File: src/rtl/digit_serial_pkg.sv
// digit_serial_pkg
//   Shared types for the digit-serial adder.
//   state_t : controller state, 2-bit encoding (IDLE, RUN, DONE).
package digit_serial_pkg;

  typedef enum logic [1:0] {
    IDLE = 2'd0,
    RUN  = 2'd1,
    DONE = 2'd2
  } state_t;

endpackage

File: src/rtl/fa_cell.sv
// fa_cell
//   One-bit full adder. The top module cascades DIGIT of these into the
//   per-cycle ripple chain.
//   Ports: a, b, cin (in)  -> sum, carry (out)
module fa_cell (
  input  logic a,
  input  logic b,
  input  logic cin,
  output logic sum,
  output logic carry
);

  assign sum   = a ^ b ^ cin;
  assign carry = (a & b) | (cin & (a ^ b));

endmodule

File: src/rtl/digit_serial_adder.sv
// digit_serial_adder
//   Multi-cycle adder: adds two WIDTH-bit operands DIGIT bits per clock
//   through a ripple chain of fa_cell instances, holding the inter-digit
//   carry in a register. One operation is launched with start and reported
//   with a one-cycle done pulse; sum/cout/overflow hold until the next
//   operation completes.
//
//   Optional build macro: ADDER_SUB_EN adds the sub port (A - B when set).
//
//   Parameters: WIDTH (>= 2), DIGIT (divides WIDTH)
//   Ports:
//     clk, rst_n        clock, asynchronous active-low reset
//     start             launch request, honoured only when not busy
//     a, b, cin         operands and carry-in, captured on accepted start
//     sub               subtract select (ADDER_SUB_EN builds only)
//     busy              operation in progress
//     done              one-cycle pulse, results just updated
//     sum, cout         result and carry out of the MSB
//     overflow          signed overflow of the last operation
//
//   state | meaning
//   ------+---------------------------------------------------------
//   IDLE  | waiting for start, results held
//   RUN   | one digit per cycle, cnt counts digits already issued
//   DONE  | done pulse; start here launches back-to-back
module digit_serial_adder
  import digit_serial_pkg::*;
#(
  parameter int WIDTH = 16,
  parameter int DIGIT = 1
) (
  input  logic             clk,
  input  logic             rst_n,
  input  logic             start,
  input  logic [WIDTH-1:0] a,
  input  logic [WIDTH-1:0] b,
  input  logic             cin,
`ifdef ADDER_SUB_EN
  input  logic             sub,
`endif
  output logic             busy,
  output logic             done,
  output logic [WIDTH-1:0] sum,
  output logic             cout,
  output logic             overflow
);

  localparam int NDIG = WIDTH / DIGIT;
  localparam int CW   = (NDIG > 1) ? $clog2(NDIG) : 1;
  localparam logic [CW-1:0] LAST = CW'(NDIG - 1);

  state_t           state;
  logic [WIDTH-1:0] a_sr;
  logic [WIDTH-1:0] b_sr;
  logic             carry;
  logic [CW-1:0]    cnt;
  logic [DIGIT:0]   c;
  logic [DIGIT-1:0] dsum;
  logic [WIDTH-1:0] sum_nxt;
  logic             sub_eff;

`ifdef ADDER_SUB_EN
  assign sub_eff = sub;
`else
  assign sub_eff = 1'b0;
`endif

  assign c[0] = carry;

  for (genvar i = 0; i < DIGIT; i++) begin : g_chain
    fa_cell u_fa (
      .a    (a_sr[i]),
      .b    (b_sr[i]),
      .cin  (c[i]),
      .sum  (dsum[i]),
      .carry(c[i+1])
    );
  end

  // The partial-sum register only needs the digits already produced, so it
  // is WIDTH-DIGIT wide; with a single digit there is nothing to keep.
  if (NDIG == 1) begin : g_one_digit
    assign sum_nxt = dsum;
  end else begin : g_multi_digit
    logic [WIDTH-DIGIT-1:0] psum;

    assign sum_nxt = {dsum, psum};

    always_ff @(posedge clk or negedge rst_n) begin
      if (!rst_n) begin
        psum <= '0;
      end else if (state == RUN) begin
        psum <= sum_nxt[WIDTH-1:DIGIT];
      end
    end
  end

  always_ff @(posedge clk or negedge rst_n) begin
    if (!rst_n) begin
      state    <= IDLE;
      a_sr     <= '0;
      b_sr     <= '0;
      carry    <= 1'b0;
      cnt      <= '0;
      sum      <= '0;
      cout     <= 1'b0;
      overflow <= 1'b0;
    end else begin
      case (state)
        IDLE, DONE: begin
          if (start) begin
            state <= RUN;
            a_sr  <= a;
            // Subtraction as A + ~B + 1; cin is ignored in that mode.
            b_sr  <= sub_eff ? ~b : b;
            carry <= sub_eff | cin;
            cnt   <= '0;
          end else begin
            state <= IDLE;
          end
        end
        RUN: begin
          a_sr  <= a_sr >> DIGIT;
          b_sr  <= b_sr >> DIGIT;
          carry <= c[DIGIT];
          cnt   <= cnt + 1'b1;
          if (cnt == LAST) begin
            state    <= DONE;
            sum      <= sum_nxt;
            cout     <= c[DIGIT];
            // c[DIGIT-1] is the carry into the top bit of the final digit.
            overflow <= c[DIGIT] ^ c[DIGIT-1];
          end
        end
        default: state <= IDLE;
      endcase
    end
  end

  assign busy = (state == RUN);
  assign done = (state == DONE);

endmodule

File: config.mk
export PLATFORM = sky130hd
export DESIGN_NAME = digit_serial_adder
export DESIGN_NICKNAME = d
export VERILOG_FILES = /design/src/rtl/digit_serial_pkg.sv /design/src/rtl/fa_cell.sv /design/src/rtl/digit_serial_adder.sv
export SDC_FILE = /design/constraint.sdc
export NUM_CORES = 1
export LEC_CHECK = 0
export BUFFER_PORTS_ARGS = -buffer_cell sky130_fd_sc_hd__buf_4
export CAP_MARGIN = 20
export CORE_MARGIN = 1.5
export CORE_UTILIZATION = 59
export CTS_CLUSTER_SIZE = 8
export DETAILED_ROUTE_END_ITERATION = 6
export PLACE_DENSITY = 0.9
export SLEW_MARGIN = 20
export SYNTH_ARGS = -nofsm -noshare
export SYNTH_HDL_FRONTEND = slang
export SYNTH_SLANG_ARGS = --single-unit
File: constraint.sdc
create_clock -name clk -period 4.9 [get_ports clk]
set_clock_uncertainty 0.1 [all_clocks]
set_input_delay 0.98 -clock clk [delete_from_list [all_inputs] [get_ports clk]]
set_output_delay 0.98 -clock clk [all_outputs]
set_load 0.01 [all_outputs]
==> results.sh <==
export IMPL_status="finished, final reports clean"
export IMPL_place_port_buffers=55
export IMPL_fp_dieArea_um2=5610
export IMPL_firstDrtPassIters=6
export IMPL_rr_endpoint="sum[1]$_DFFE_PN0P_"
export IMPL_fin_nets=295
export IMPL_hold_viol_final=0
export IMPL_die_h_um=74.9
export IMPL_crit_chain="ha_1 -> nand3_2 -> nor3b_4 -> mux2_2"
export IMPL_slew_headroom=0.264
export IMPL_fin_crit_ns=2.24
export IMPL_hold_depth=1
export IMPL_worst_path_max_delay_cell="nor3b_4"
export IMPL_clkSlewWorstSetupHoldPaths_ns=0.06
export IMPL_hpwl_mm=3.22
export IMPL_cts_setup_buffers=0
export IMPL_max_freq_mhz=446
export IMPL_cts_buffer_depth=2
export IMPL_hold_worst_slack_ns=0.378
export IMPL_drv_cap=0
export IMPL_cts_resized_gates=0
export IMPL_syn_nets=242
export IMPL_ff2ff_setup_slack_ns=2.66
export IMPL_dp_slack_ns=2.35
export IMPL_io_pins=56
export IMPL_synth_area_leaders="dfrtp_1 (59%), a22o_1 (9.8%), mux2_2 (9.2%)"
export IMPL_syn_inst=204
export IMPL_multi_input_area_um2=1120
export IMPL_synth_area_um2=3050
export IMPL_rsz0062_at_grt="false"
export IMPL_worstRegToRegCells=4
export IMPL_slowest_delay_ns=0.90
export IMPL_reg2reg_from="cnt[0]$_DFFE_PN0P_"
export IMPL_place_gp_congestion=0.688
export IMPL_critical_path_top_delay_family="simple AND/OR/NAND/NOR gates"
export IMPL_dp_cells=313
export IMPL_ir_worst_vdd_uv=317
export IMPL_drt_antenna_violating_nets=0
export IMPL_syn_area_per_cell_um2=14.9
export IMPL_final_period_utilization=0.457
export IMPL_hp_class="register to register"
export IMPL_synthArstFlopShare=1.00
export IMPL_layout_drive_gt1_share=0.423
export IMPL_clock_sinks=72
export IMPL_power_leakage_nw=1.90
export IMPL_tns_ns=0
export IMPL_vias_per_cell=5.63
export IMPL_synthTopCellsByCount="dfrtp_1 (72), a22o_1 (34), a21o_1 (31), mux2_2 (25), mux2_4 (9)"
export IMPL_yosysUniqueCellTypes=23
export IMPL_dpl_instance_area_um2=3430
export IMPL_postCtsHoldBufs=0
export IMPL_stdcell_count=327
export IMPL_crit_arrival_ns=2.36
export IMPL_yosysMostFrequentCell="dfrtp_1"
export IMPL_numCtsBuffers=9
export IMPL_drtIter0Drc=87
export IMPL_htreeDepth=3
export IMPL_hold_path_startpoint="b_sr[1]$_DFFE_PN0P_"
export IMPL_report_final_slew_viol_count=0
export IMPL_setup_viol=0
export IMPL_num_rows=25
export IMPL_hold_path_endpoint="b_sr[1]$_DFFE_PN0P_"
export IMPL_area_delta_synth_final_pct=18.3
export IMPL_nFillCells=347
export IMPL_yosys_warnings=0
export IMPL_worst_slew_pin_slew_ns=1.10
export IMPL_post_drt_wl_per_cell_um=15.7
export IMPL_synth_edf_count=0
export IMPL_drt_total_wl_mm=5.15
export IMPL_grt_max_degree=73
export IMPL_grt_overflow_total=0
export IMPL_synthFlopType="dfrtp_1"
export IMPL_vias=1840
export IMPL_yosys_area_top_type="dfrtp_1"
export IMPL_track_usage=0.204
export IMPL_grt_pass1_wl_mm=8.29
export IMPL_yosysSeqAreaShare=0.591
export IMPL_grt_pass1_vias=1780
export IMPL_cp_start_kind="register"
export IMPL_worstSetupPathType="register to register"
export IMPL_cp_end_kind="register"
export IMPL_crit_buf_inv=0
export IMPL_ys_ff_latch=72
export IMPL_root_buffer="clkbuf_8"
export IMPL_die_x_um=74.9
export IMPL_crit_required_ns=5.02
export IMPL_design_core_area_um2=4850
export IMPL_clock_latency_ns=0.34
export IMPL_drt_drc_violations_left=0
export IMPL_path_max_fanout=19
export IMPL_antenna_found_initial=0
export IMPL_regArea_um2=1800
export IMPL_n_antenna_cell=0
export IMPL_fin_ws_ns=2.66
export IMPL_tritoncts="yes"
export IMPL_power_per_cell_area_nw_per_um2=647
export IMPL_start_util=0.629
export IMPL_final_design_area_no_fill_um2=3610
export IMPL_yosysTopAreaCellShare=0.591
[how the worst max path moves through the flow]
stage / from / to / cells after the start / slack (ns)
4_1_cts: cnt[0]$_DFFE_PN0P_ / sum[1]$_DFFE_PN0P_ / 4 / 2.66
6_report: cnt[0]$_DFFE_PN0P_ / sum[1]$_DFFE_PN0P_ / 4 / 2.66
3_5_place_dp: start / cnt[0]$_DFFE_PN0P_ / 5 / 2.35
2_1_floorplan: start / cnt[2]$_DFFE_PN0P_ / 5 / 2.95
3_3_place_gp: start / cnt[0]$_DFFE_PN0P_ / 5 / 2.37
5_1_grt: cnt[0]$_DFFE_PN0P_ / sum[1]$_DFFE_PN0P_ / 4 / 2.54
[cells by family (layout without fill, tap and decap cells)]
family / count (synthesis) / count (layout) / synth area share
xor gates and xnor gates: 1 / 1 / 0.00287
and+or+nand+nor: 12 / 12 / 0.0287
buffers and inverters: 15 / 71 / 0.0460
muxes: 36 / 36 / 0.143
adders and majority gates: 2 / 2 / 0.0107
DFF: 72 / 72 / 0.591
AOI/OAI and AO/OA: 66 / 66 / 0.177
[per-layer routing]
metal | global-route usage | share of wire
met1 | 0.274 | 0.47
met2 | 0.305 | 0.46
met3 | 0.0455 | 0.046
met4 | 0.121 | 0.025
met5 | 0 | 0
[layout make-up]
cell class / count / share of cell area
flip-flops and latches: 72 / 0.500
multi-input cells: 117 / 0.311
repair buffers: 57 / 0.119
clock buffers: 14 / 0.0479
well taps: 67 / 0.0232
[flip-flops by register name (all words and copies together) (netlist names)]
name / cells
cnt: 4
cout: 1
carry: 1
g_multi_digit.psum: 15
overflow: 1
b_sr: 16
state: 2
a_sr: 16
sum: 16
[where the power goes]
group          leakage (nW)  internal, mW  switching, mW
combinational         0.916         0.525          0.348
clock                0.0886         0.220          0.194
sequential            0.895         0.873          0.172
total                  1.90          1.62          0.714
[cells in the final DEF, fill, tap and decap left out]
cell       n
a22o_2     1
mux2_4     9
clkbuf_8  12
nand2b_1   1
mux2_2    25
and2b_2    1
nor2b_2    1
mux2i_1    2
nor2b_4    1
clkbuf_1   2
dfrtp_1   72
nand3_2    1
buf_4     57
nor2b_1    1
ha_1       1
nor3b_4    1
nand2_1    3
nand4_1    1
xor2_1     1
nor2_4     1
fa_1       1
a22o_1    34
a21o_1    31
[metrics by stage]
| step | util | power [mW] |
|---|---|---|
| after floorplan | - | 1.71 |
| after global routing | 0.744 | 2.48 |
| after detailed placement | 0.708 | 1.94 |
| after global placement | 0.708 | 1.88 |
| after CTS | 0.744 | 2.36 |
| final | 0.744 | 2.33 |
Note: power is estimated with default switching activity, not from simulation.
